### src/rtl/mem_arb_pkg.sv
// Shared types and constants for the unified-memory port arbiter.
package mem_arb_pkg;

  typedef enum logic [1:0] {
    S_IDLE   = 2'd0,
    S_ACCESS = 2'd1,
    S_RESP   = 2'd2
  } arb_state_e;

  localparam logic       PORT_CPU = 1'b0;
  localparam logic       PORT_LDR = 1'b1;
  localparam logic [3:0] BE_READ  = 4'b0000;

  // Wide enough for TIMEOUT up to 255 and any sensible STARVE_MAX.
  localparam int CNT_W = 8;

endpackage

### src/rtl/mem_arb_pick.sv
// Combinational grant selection: loader first, CPU forced once the loader has won STARVE_MAX times in a row.
module mem_arb_pick
  import mem_arb_pkg::*;
#(
  parameter int STARVE_MAX = 4
) (
  input  logic             i_cpu_req,
  input  logic             i_ldr_req,
  input  logic [CNT_W-1:0] i_starve_cnt,
  output logic             o_grant_valid,
  output logic             o_grant_port
);

  logic w_force_cpu;

  always_comb begin
    w_force_cpu   = i_cpu_req && (i_starve_cnt == CNT_W'(STARVE_MAX));
    o_grant_valid = i_cpu_req || i_ldr_req;
    o_grant_port  = (i_ldr_req && !w_force_cpu) ? PORT_LDR : PORT_CPU;
  end

endmodule

### src/rtl/mem_port_arbiter.sv
// Shares one single-ported memory between the CPU and the loader, one transaction at a time
// (IDLE -> ACCESS -> RESP), with wait states and a timeout that returns an error instead of hanging.
module mem_port_arbiter
  import mem_arb_pkg::*;
#(
  parameter int TIMEOUT    = 15,
  parameter int STARVE_MAX = 4
) (
  input  logic        Clk,
  input  logic        Reset,
  input  logic        Cpu_req,
  input  logic [31:0] Cpu_addr,
  input  logic [31:0] Cpu_wdata,
  input  logic [3:0]  Cpu_byte_we,
  output logic        Cpu_ack,
  output logic [31:0] Cpu_rdata,
  output logic        Cpu_err,
  input  logic        Ldr_req,
  input  logic [31:0] Ldr_addr,
  input  logic [31:0] Ldr_wdata,
  input  logic [3:0]  Ldr_byte_we,
  output logic        Ldr_ack,
  output logic [31:0] Ldr_rdata,
  output logic        Ldr_err,
  output logic        Mem_en,
  output logic [29:0] Mem_addr,
  output logic [31:0] Mem_wdata,
  output logic [3:0]  Mem_byte_write,
  input  logic [31:0] Mem_rdata,
  input  logic        Mem_ready,
  output logic        Busy,
  output logic        Owner,
  output logic [1:0]  Dbg_state
);

  arb_state_e       r_state, w_next_state;
  logic [CNT_W-1:0] r_starve_cnt, r_wait_cnt;
  logic             r_owner;
  logic             r_mem_en;
  logic [29:0]      r_mem_addr;
  logic [31:0]      r_mem_wdata;
  logic [3:0]       r_mem_be;
  logic             r_cpu_ack, r_cpu_err, r_ldr_ack, r_ldr_err;
  logic [31:0]      r_cpu_rdata, r_ldr_rdata;
  logic             w_grant_valid, w_grant_port;
  logic             w_timeout, w_access_done, w_busy;
  logic             w_unused_addr_lsbs;

  mem_arb_pick #(.STARVE_MAX(STARVE_MAX)) u_pick (
    .i_cpu_req     (Cpu_req),
    .i_ldr_req     (Ldr_req),
    .i_starve_cnt  (r_starve_cnt),
    .o_grant_valid (w_grant_valid),
    .o_grant_port  (w_grant_port)
  );

  // Ready on the timeout cycle still counts as success.
  assign w_timeout     = (r_wait_cnt == CNT_W'(TIMEOUT - 1));
  assign w_access_done = Mem_ready || w_timeout;

  always_ff @(posedge Clk) begin
    if (Reset) r_state <= S_IDLE;
    else       r_state <= w_next_state;
  end

  always_comb begin
    w_next_state = r_state;
    case (r_state)
      S_IDLE:   if (w_grant_valid) w_next_state = S_ACCESS;
      S_ACCESS: if (w_access_done) w_next_state = S_RESP;
      S_RESP:   w_next_state = S_IDLE;
      default:  w_next_state = S_IDLE;
    endcase
  end

  always_comb begin
    w_busy = (r_state != S_IDLE);
  end

  // Mem_* registers double as the captured request; they are zero whenever not in ACCESS.
  always_ff @(posedge Clk) begin
    if (Reset) begin
      r_starve_cnt <= '0;
      r_wait_cnt   <= '0;
      r_owner      <= PORT_CPU;
      r_mem_en     <= 1'b0;
      r_mem_addr   <= '0;
      r_mem_wdata  <= '0;
      r_mem_be     <= '0;
      r_cpu_ack    <= 1'b0;
      r_cpu_err    <= 1'b0;
      r_cpu_rdata  <= '0;
      r_ldr_ack    <= 1'b0;
      r_ldr_err    <= 1'b0;
      r_ldr_rdata  <= '0;
    end else begin
      r_cpu_ack <= 1'b0;
      r_ldr_ack <= 1'b0;
      case (r_state)
        S_IDLE: begin
          r_wait_cnt <= '0;
          if (w_grant_valid) begin
            r_owner  <= w_grant_port;
            r_mem_en <= 1'b1;
            if (w_grant_port == PORT_LDR) begin
              r_mem_addr  <= Ldr_addr[31:2];
              r_mem_wdata <= Ldr_wdata;
              r_mem_be    <= Ldr_byte_we;
            end else begin
              r_mem_addr  <= Cpu_addr[31:2];
              r_mem_wdata <= Cpu_wdata;
              r_mem_be    <= Cpu_byte_we;
            end
            if (w_grant_port == PORT_LDR && Cpu_req) r_starve_cnt <= r_starve_cnt + CNT_W'(1);
            else                                     r_starve_cnt <= '0;
          end
        end
        S_ACCESS: begin
          if (w_access_done) begin
            r_mem_en    <= 1'b0;
            r_mem_addr  <= '0;
            r_mem_wdata <= '0;
            r_mem_be    <= '0;
            if (r_owner == PORT_CPU) begin
              r_cpu_ack <= 1'b1;
              r_cpu_err <= !Mem_ready;
              if (r_mem_be == BE_READ) r_cpu_rdata <= Mem_ready ? Mem_rdata : 32'h0;
            end else begin
              r_ldr_ack <= 1'b1;
              r_ldr_err <= !Mem_ready;
              if (r_mem_be == BE_READ) r_ldr_rdata <= Mem_ready ? Mem_rdata : 32'h0;
            end
          end else begin
            r_wait_cnt <= r_wait_cnt + CNT_W'(1);
          end
        end
        default: ;
      endcase
    end
  end

  assign w_unused_addr_lsbs = ^{Cpu_addr[1:0], Ldr_addr[1:0]};

  assign Cpu_ack        = r_cpu_ack;
  assign Cpu_rdata      = r_cpu_rdata;
  assign Cpu_err        = r_cpu_err;
  assign Ldr_ack        = r_ldr_ack;
  assign Ldr_rdata      = r_ldr_rdata;
  assign Ldr_err        = r_ldr_err;
  assign Mem_en         = r_mem_en;
  assign Mem_addr       = r_mem_addr;
  assign Mem_wdata      = r_mem_wdata;
  assign Mem_byte_write = r_mem_be;
  assign Busy           = w_busy;
  assign Owner          = r_owner;
  assign Dbg_state      = r_state;

endmodule

### config.mk
export PLATFORM = sky130hd
export DESIGN_NAME = mem_port_arbiter
export DESIGN_NICKNAME = d
export VERILOG_FILES = /design/src/rtl/mem_arb_pkg.sv /design/src/rtl/mem_arb_pick.sv /design/src/rtl/mem_port_arbiter.sv
export SDC_FILE = /design/constraint.sdc
export NUM_CORES = 1
export LEC_CHECK = 0
export BUFFER_PORTS_ARGS = -buffer_cell sky130_fd_sc_hd__buf_2
export CAP_MARGIN = 5
export CORE_MARGIN = 1.5
export CORE_UTILIZATION = 38
export DETAILED_ROUTE_END_ITERATION = 12
export PLACE_DENSITY_LB_ADDON = 0.25
export SYNTH_ARGS = -nofsm -noshare
export SYNTH_HDL_FRONTEND = slang
export SYNTH_SLANG_ARGS = --single-unit
### constraint.sdc
create_clock -name Clk -period 4.1 [get_ports Clk]
set_input_delay 0.82 -clock Clk [delete_from_list [all_inputs] [get_ports Clk]]
set_output_delay 0.82 -clock Clk [all_outputs]
set_load 0.02 [all_outputs]
**Word level (Yosys, flattened, before mapping)**

Cells that the tools add are included.
Widths: inputs -> output; s select.

- Add/subtract/negate cells: 2
- Equality and inequality tests: 6
- Bitwise gates (word level): 3
- Muxes and demuxes: 25
- Reductions and logical operators: 20

Operator list:

| cell | number |
|---|---|
| $mux 32 | 4 |
| $mux 30 | 3 |
| $pmux 32 s2 | 1 |
| $pmux 30 s2 | 1 |
| $add 8x1->8 const B | 2 |
| $mux 8 | 2 |
| $pmux 8 s2 | 1 |
| $mux 4 | 3 |
| $reduce_and 3->1 | 3 |
| $eq 8x3->1 const B | 1 |
| $eq 8x4->1 const B | 1 |
| $pmux 4 s2 | 1 |
| $reduce_and 4->1 | 2 |
| $reduce_and 2->1 | 3 |
| $mux 1 | 5 |
| $logic_not 4->1 | 1 |
| $mux 2 | 2 |
| $ne 2x2->1 const B | 2 |
| $pmux 2 s2 | 1 |
| $reduce_bool 2->1 | 2 |
| $logic_and 1x1->1 | 3 |
| $not 1->1 | 3 |
| $reduce_or 3->1 | 1 |
| $eq 2x1->1 const B | 1 |
| other kinds (5) | 7 |

- Input bits: 173
- Flip-flop bits (word level): 154
- Output and inout bits: 139
- Word-level logic and storage cells: 70

**Depth between registers and ports, before layout**

- Depth after elaboration: 8
- Mapped depth: 9
- Depth with buffers taken out: 6

**By module**

From an unflattened synthesis, not the netlist that was laid out.

- Cells, all modules: 672
- Area total of the unflattened synthesis: 6914.1 um^2

Modules (own cells, without submodules):

| module | area each (um^2) | times used | cells each | sequential area each (um^2) |
|---|---|---|---|---|
| mem_port_arbiter | 6881.6 | 1 | 668 | 3083.0 |
| mem_arb_pick | 32.5 | 1 | 4 | 0.0 |

**Worst setup path after synthesis**

No wires, ideal clock.

- Kind: in2reg
- Start: input Cpu_req
- End: register r_mem_addr[10], in the netlist Mem_addr[10]
- Path buffers: 3
- Required time: 3.973 ns
- Stages on the path: 6
- Path slack: 1.965 ns
- Arrival time: 2.008 ns
- Library setup time: 0.127 ns
- Path through: nor2_1 -> clkbuf_1 -> or3_1 -> clkbuf_1 -> clkbuf_1 -> o2bb2ai_1

- Word-level cells in the longest chain between the ends: 7
- Elaborated cells on any way between the ends: 10
- Those cells by class: 1 x eq/ne; 4 x mux; 5 x reduce/logical

Ends and longest elaborated chain:

| what | RTL line | text |
|---|---|---|
| start: declaration | mem_port_arbiter.sv:11 | `input logic Cpu_req,` |
| $logic_and 1x1->1 | mem_arb_pick.sv:17 | `w_force_cpu = i_cpu_req && (i_starve_cnt == CNT_W'(STARVE_MAX));` |
| $logic_not 1->1 | mem_arb_pick.sv:19 | `o_grant_port = (i_ldr_req && !w_force_cpu) ? PORT_LDR : PORT_CPU;` |
| $logic_and 1x1->1 | mem_arb_pick.sv:19 |  |
| $mux 1 | mem_arb_pick.sv:19 |  |
| $mux 30 | mem_port_arbiter.sv:105 | `if (w_grant_port == PORT_LDR) begin` |
| $mux 30 | mem_port_arbiter.sv:102 | `if (w_grant_valid) begin` |
| $pmux 30 s2 | mem_port_arbiter.sv:99 | `case (r_state)` |
| end signal: assignment | mem_port_arbiter.sv:106 | `r_mem_addr <= Ldr_addr[31:2];` |
| end signal: assignment | mem_port_arbiter.sv:110 | `r_mem_addr <= Cpu_addr[31:2];` |
| end: declaration | mem_port_arbiter.sv:40 | `logic [29:0] r_mem_addr;` |

Parallel ways exist; a longest one is shown, timed or not. The select of a mux whose other input is x is not followed.
A chain may end at the register's enable or synchronous reset.

**Worst setup path after layout**

- Start: register r_wait_cnt[2]
- End: register r_ldr_rdata[3], in the netlist Ldr_rdata[3]

- Word-level cells in the longest chain between the ends: 3

Ends and longest elaborated chain:

| what | RTL line | text |
|---|---|---|
| start: declaration | mem_port_arbiter.sv:37 | `logic [CNT_W-1:0] r_starve_cnt, r_wait_cnt;` |
| start signal: assignment | mem_port_arbiter.sv:134 | `r_wait_cnt <= r_wait_cnt + CNT_W'(1);` |
| $eq 8x4->1 | mem_port_arbiter.sv:58 | `assign w_timeout = (r_wait_cnt == CNT_W'(TIMEOUT - 1));` |
| $logic_or 1x1->1 | mem_port_arbiter.sv:59 | `assign w_access_done = Mem_ready \|\| w_timeout;` |
| $reduce_and 4->1 (no line) | - |  |
| end signal: assignment | mem_port_arbiter.sv:131 | `if (r_mem_be == BE_READ) r_ldr_rdata <= Mem_ready ? Mem_rdata : 32'h0;` |
| end: declaration | mem_port_arbiter.sv:44 | `logic [31:0] r_cpu_rdata, r_ldr_rdata;` |

No other way between the ends.

==> qor.yml <==
syn_inst: 612
met2_usage_pct: 31.31
postCtsHoldBufs: 0
crit_start: "r_wait_cnt[2]"
fin_crit_sh_pct: 61.70
layout_setup_ws_ns: 1.570
rsz0062_at_grt: "no"
synth_nets: 789
max_freq_mhz: 395.3
start_util_pct: 39.27
drc: 0
cts_setup_buffers: 0
grtUsageTotal_pct: 18.51
r2r-end: "Ldr_rdata[3]"
holdPathStages: 1
slowest_delay_ns: 0.71
cts_resized: 0
syn_to_final_growth_pct: 34.64
clock_sinks: 154
synth_enable_flop_cells: 0
die_x_microns: 134.6
synth_top_area_cell: "dfxtp_1"
hp-start: "Mem_wdata[22]"
hold_class: "flop to flop"
p_leak_uw: 0.004400
synth_top_family_by_area: "multiplexers"
gp_congestion: 0.7543
timing.hold.ws_ns: 0.4564
hpwlAfterDp_mm: 11.72
synthMuxAreaShare_pct: 20.11
ir_drop_mv: 0.2938
std_cell_rows: 47
dpl_worst_slack_ns: 1.221
cts_tree: "yes"
busiest_layer: "met2"
vias: 5494
fin_area_sq_um: 8861
cp_cell_sequence: "or4b_1 > o21bai_1 > nand4_1 > buf_4 > mux2i_1"
synth_warnings: 0
synth_ff_type: "dfxtp_1"
antenna_found_initial: 0
n_antenna_cell: 0
nFillCells: 1517
wirelength_mm: 16.92
synth_top_area_share_pct: 46.84
critPathMaxFanout: 32
slowest_stage: "o21bai_1"
drt-initial-drc-count: 187
maxCapViolations: 0
synthXorXnorAreaFrac_pct: 1.331
setup_tns_ns: 0
crit_arrival_ns: 2.80
io_buffers: 307
die_y_microns: 134.6
ioPinCount: 312
clkTransAtPathRegs_ns: 0.06
end_kind: "flop"
setup_viol: 0
worstPathRequired_ns: 4.37
cts_buffer_depth: 2
synth_commonest_cells: "dfxtp_1 (154), mux2i_1 (130), nand2b_1 (67), o2bb2ai_1 (66), nand3b_1 (34)"
r2r_setup_slack_ns: 1.57
holdPathEnd: "Mem_wdata[22]"
placed_area_sq_um: 8257
reg2reg_from: "r_wait_cnt[2]"
ys_ff_latch: 154
grt_pass1_vias: 5310
p_per_area_nw_per_um2: 423.4
cp-start-kind: "flop"
yosys.area_share.simple_pct: 15.23
first_pass_iters: 6
die_area_sq_um: 18120
grt_use_met3_pct: 4.204
synthTopCellsByArea: "dfxtp_1 (47%), mux2i_1 (20%), o2bb2ai_1 (8.8%), nand2b_1 (6.4%), nand3b_1 (3.9%)"
core_area_sq_um: 16760
synth_compound_area_share_pct: 11.67
worstMarginPinSlew_ns: 0.9235
overflow: 0
final_hold_viol_count: 0
grt_pass1_wl_mm: 26.72
period_minus_slack_ns: 2.530
clock_skew_ns: 0.01107
crit_type: "flop to flop"
grt_max_degree: 110
root_buffer: "clkbuf_16"
detail-route-antenna-nets: 0
synthAdderAreaFrac_pct: 0.7605
wl_per_cell_microns: 14.99
synth_cell_types: 41
htreeDepth: 4
netlist_area_sq_um: 6581
slew_viol_final: 0
fin_util_pct: 52.87
cp_top_family: "simple AND/OR/NAND/NOR gates"
fin_nets: 1073
seq_area_frac_synth_pct: 46.84
syn_avg_cell_area_sq_um: 10.75
synthArstFlopShare_pct: 0
maxSlewHeadroom_pct: 37.86
drive_gt1_share_pct: 39.05
via_per_inst: 4.866
status: "complete, no violations"
r2r_cells: 5
use_met1_pct: 23.16
synthMostInstantiatedCell: "dfxtp_1"
cts_made_buffers: 17
path_buf_inv: 1
clk_latency_ns: 0.42
==> worst max path at each step <==
stage | end | slack, ns | depth (start not counted)
floorplan | Mem_addr[10] | 1.96 | 6
global placement | Ldr_rdata[5] | 1.22 | 5
detailed placement | Ldr_rdata[3] | 1.22 | 5
CTS | Ldr_rdata[3] | 1.57 | 5
global route | Ldr_rdata[16] | 1.39 | 5
finish | Ldr_rdata[3] | 1.57 | 5
==> metrics by stage <==
step | power [uW] | instances
after global placement | 2196 | 1097
after detailed placement | 2199 | 1097
final | 3752 | 1129
after floorplan | 1978 | 612
after CTS | 3808 | 1129
after global routing | 3912 | 1129
==> layer usage <==
| layer | wire [microns] | part of all wire (%) |
|---|---|---|
| met1 | 7785 | 46 |
| met2 | 7909 | 47 |
| met3 | 899 | 5.3 |
| met4 | 328 | 1.9 |
| met5 | 0 | 0 |
==> where the power goes <==
group	switching, uW	leakage [uW]	internal (uW)	total, uW
sequential	47.7	0.00126	1580	1620
combinational	312	0.00286	226	538
clock	637	0.000283	955	1590
total	996	0.00440	2760	3750
==> layout by cell type (no fill, tap or decap), drive strengths merged, types with 11 or more instances in the layout <==
master   instances
mux2i          130
clkbuf          21
o2bb2ai         66
nand2           11
dfxtp          154
nand2b          67
inv             12
nand3b          34
buf            314
nor2            20
==> final cells by class <==
| cell class | count | area, sq um | area share (%) |
|---|---|---|---|
| Sequential cell | 154 | 3083 | 34.79 |
| Timing Repair Buffer | 314 | 1627 | 18.36 |
| Clock inverter | 11 | 133.9 | 1.511 |
| Clock buffer | 21 | 470.5 | 5.309 |
| Inverter | 8 | 30.03 | 0.3389 |
| Tap cell | 220 | 275.3 | 3.106 |
| Multi-Input combinational cell | 401 | 3242 | 36.59 |
==> kinds of logic (layout without fill, tap and decap cells) <==
family,after synthesis,in the layout
AND/OR/NAND/NOR,164,164
flip-flops,154,154
multiplexers,132,132
AO/OA/AOI/OAI,91,91
buffers and inverters,57,354
XOR/XNOR,10,10
adder cells (fa/ha/maj),4,4
==> sequential cells by signal, indices dropped and copies added (netlist names) <==
register / count
Cpu_ack: 1
Cpu_err: 1
Cpu_rdata: 32
Dbg_state: 2
Ldr_ack: 1
Ldr_err: 1
Ldr_rdata: 32
Mem_addr: 30
Mem_byte_write: 4
Mem_en: 1
Mem_wdata: 32
Owner: 1
r_starve_cnt: 8
r_wait_cnt: 8
No activity file was read; power rests on OpenSTA's default activity.
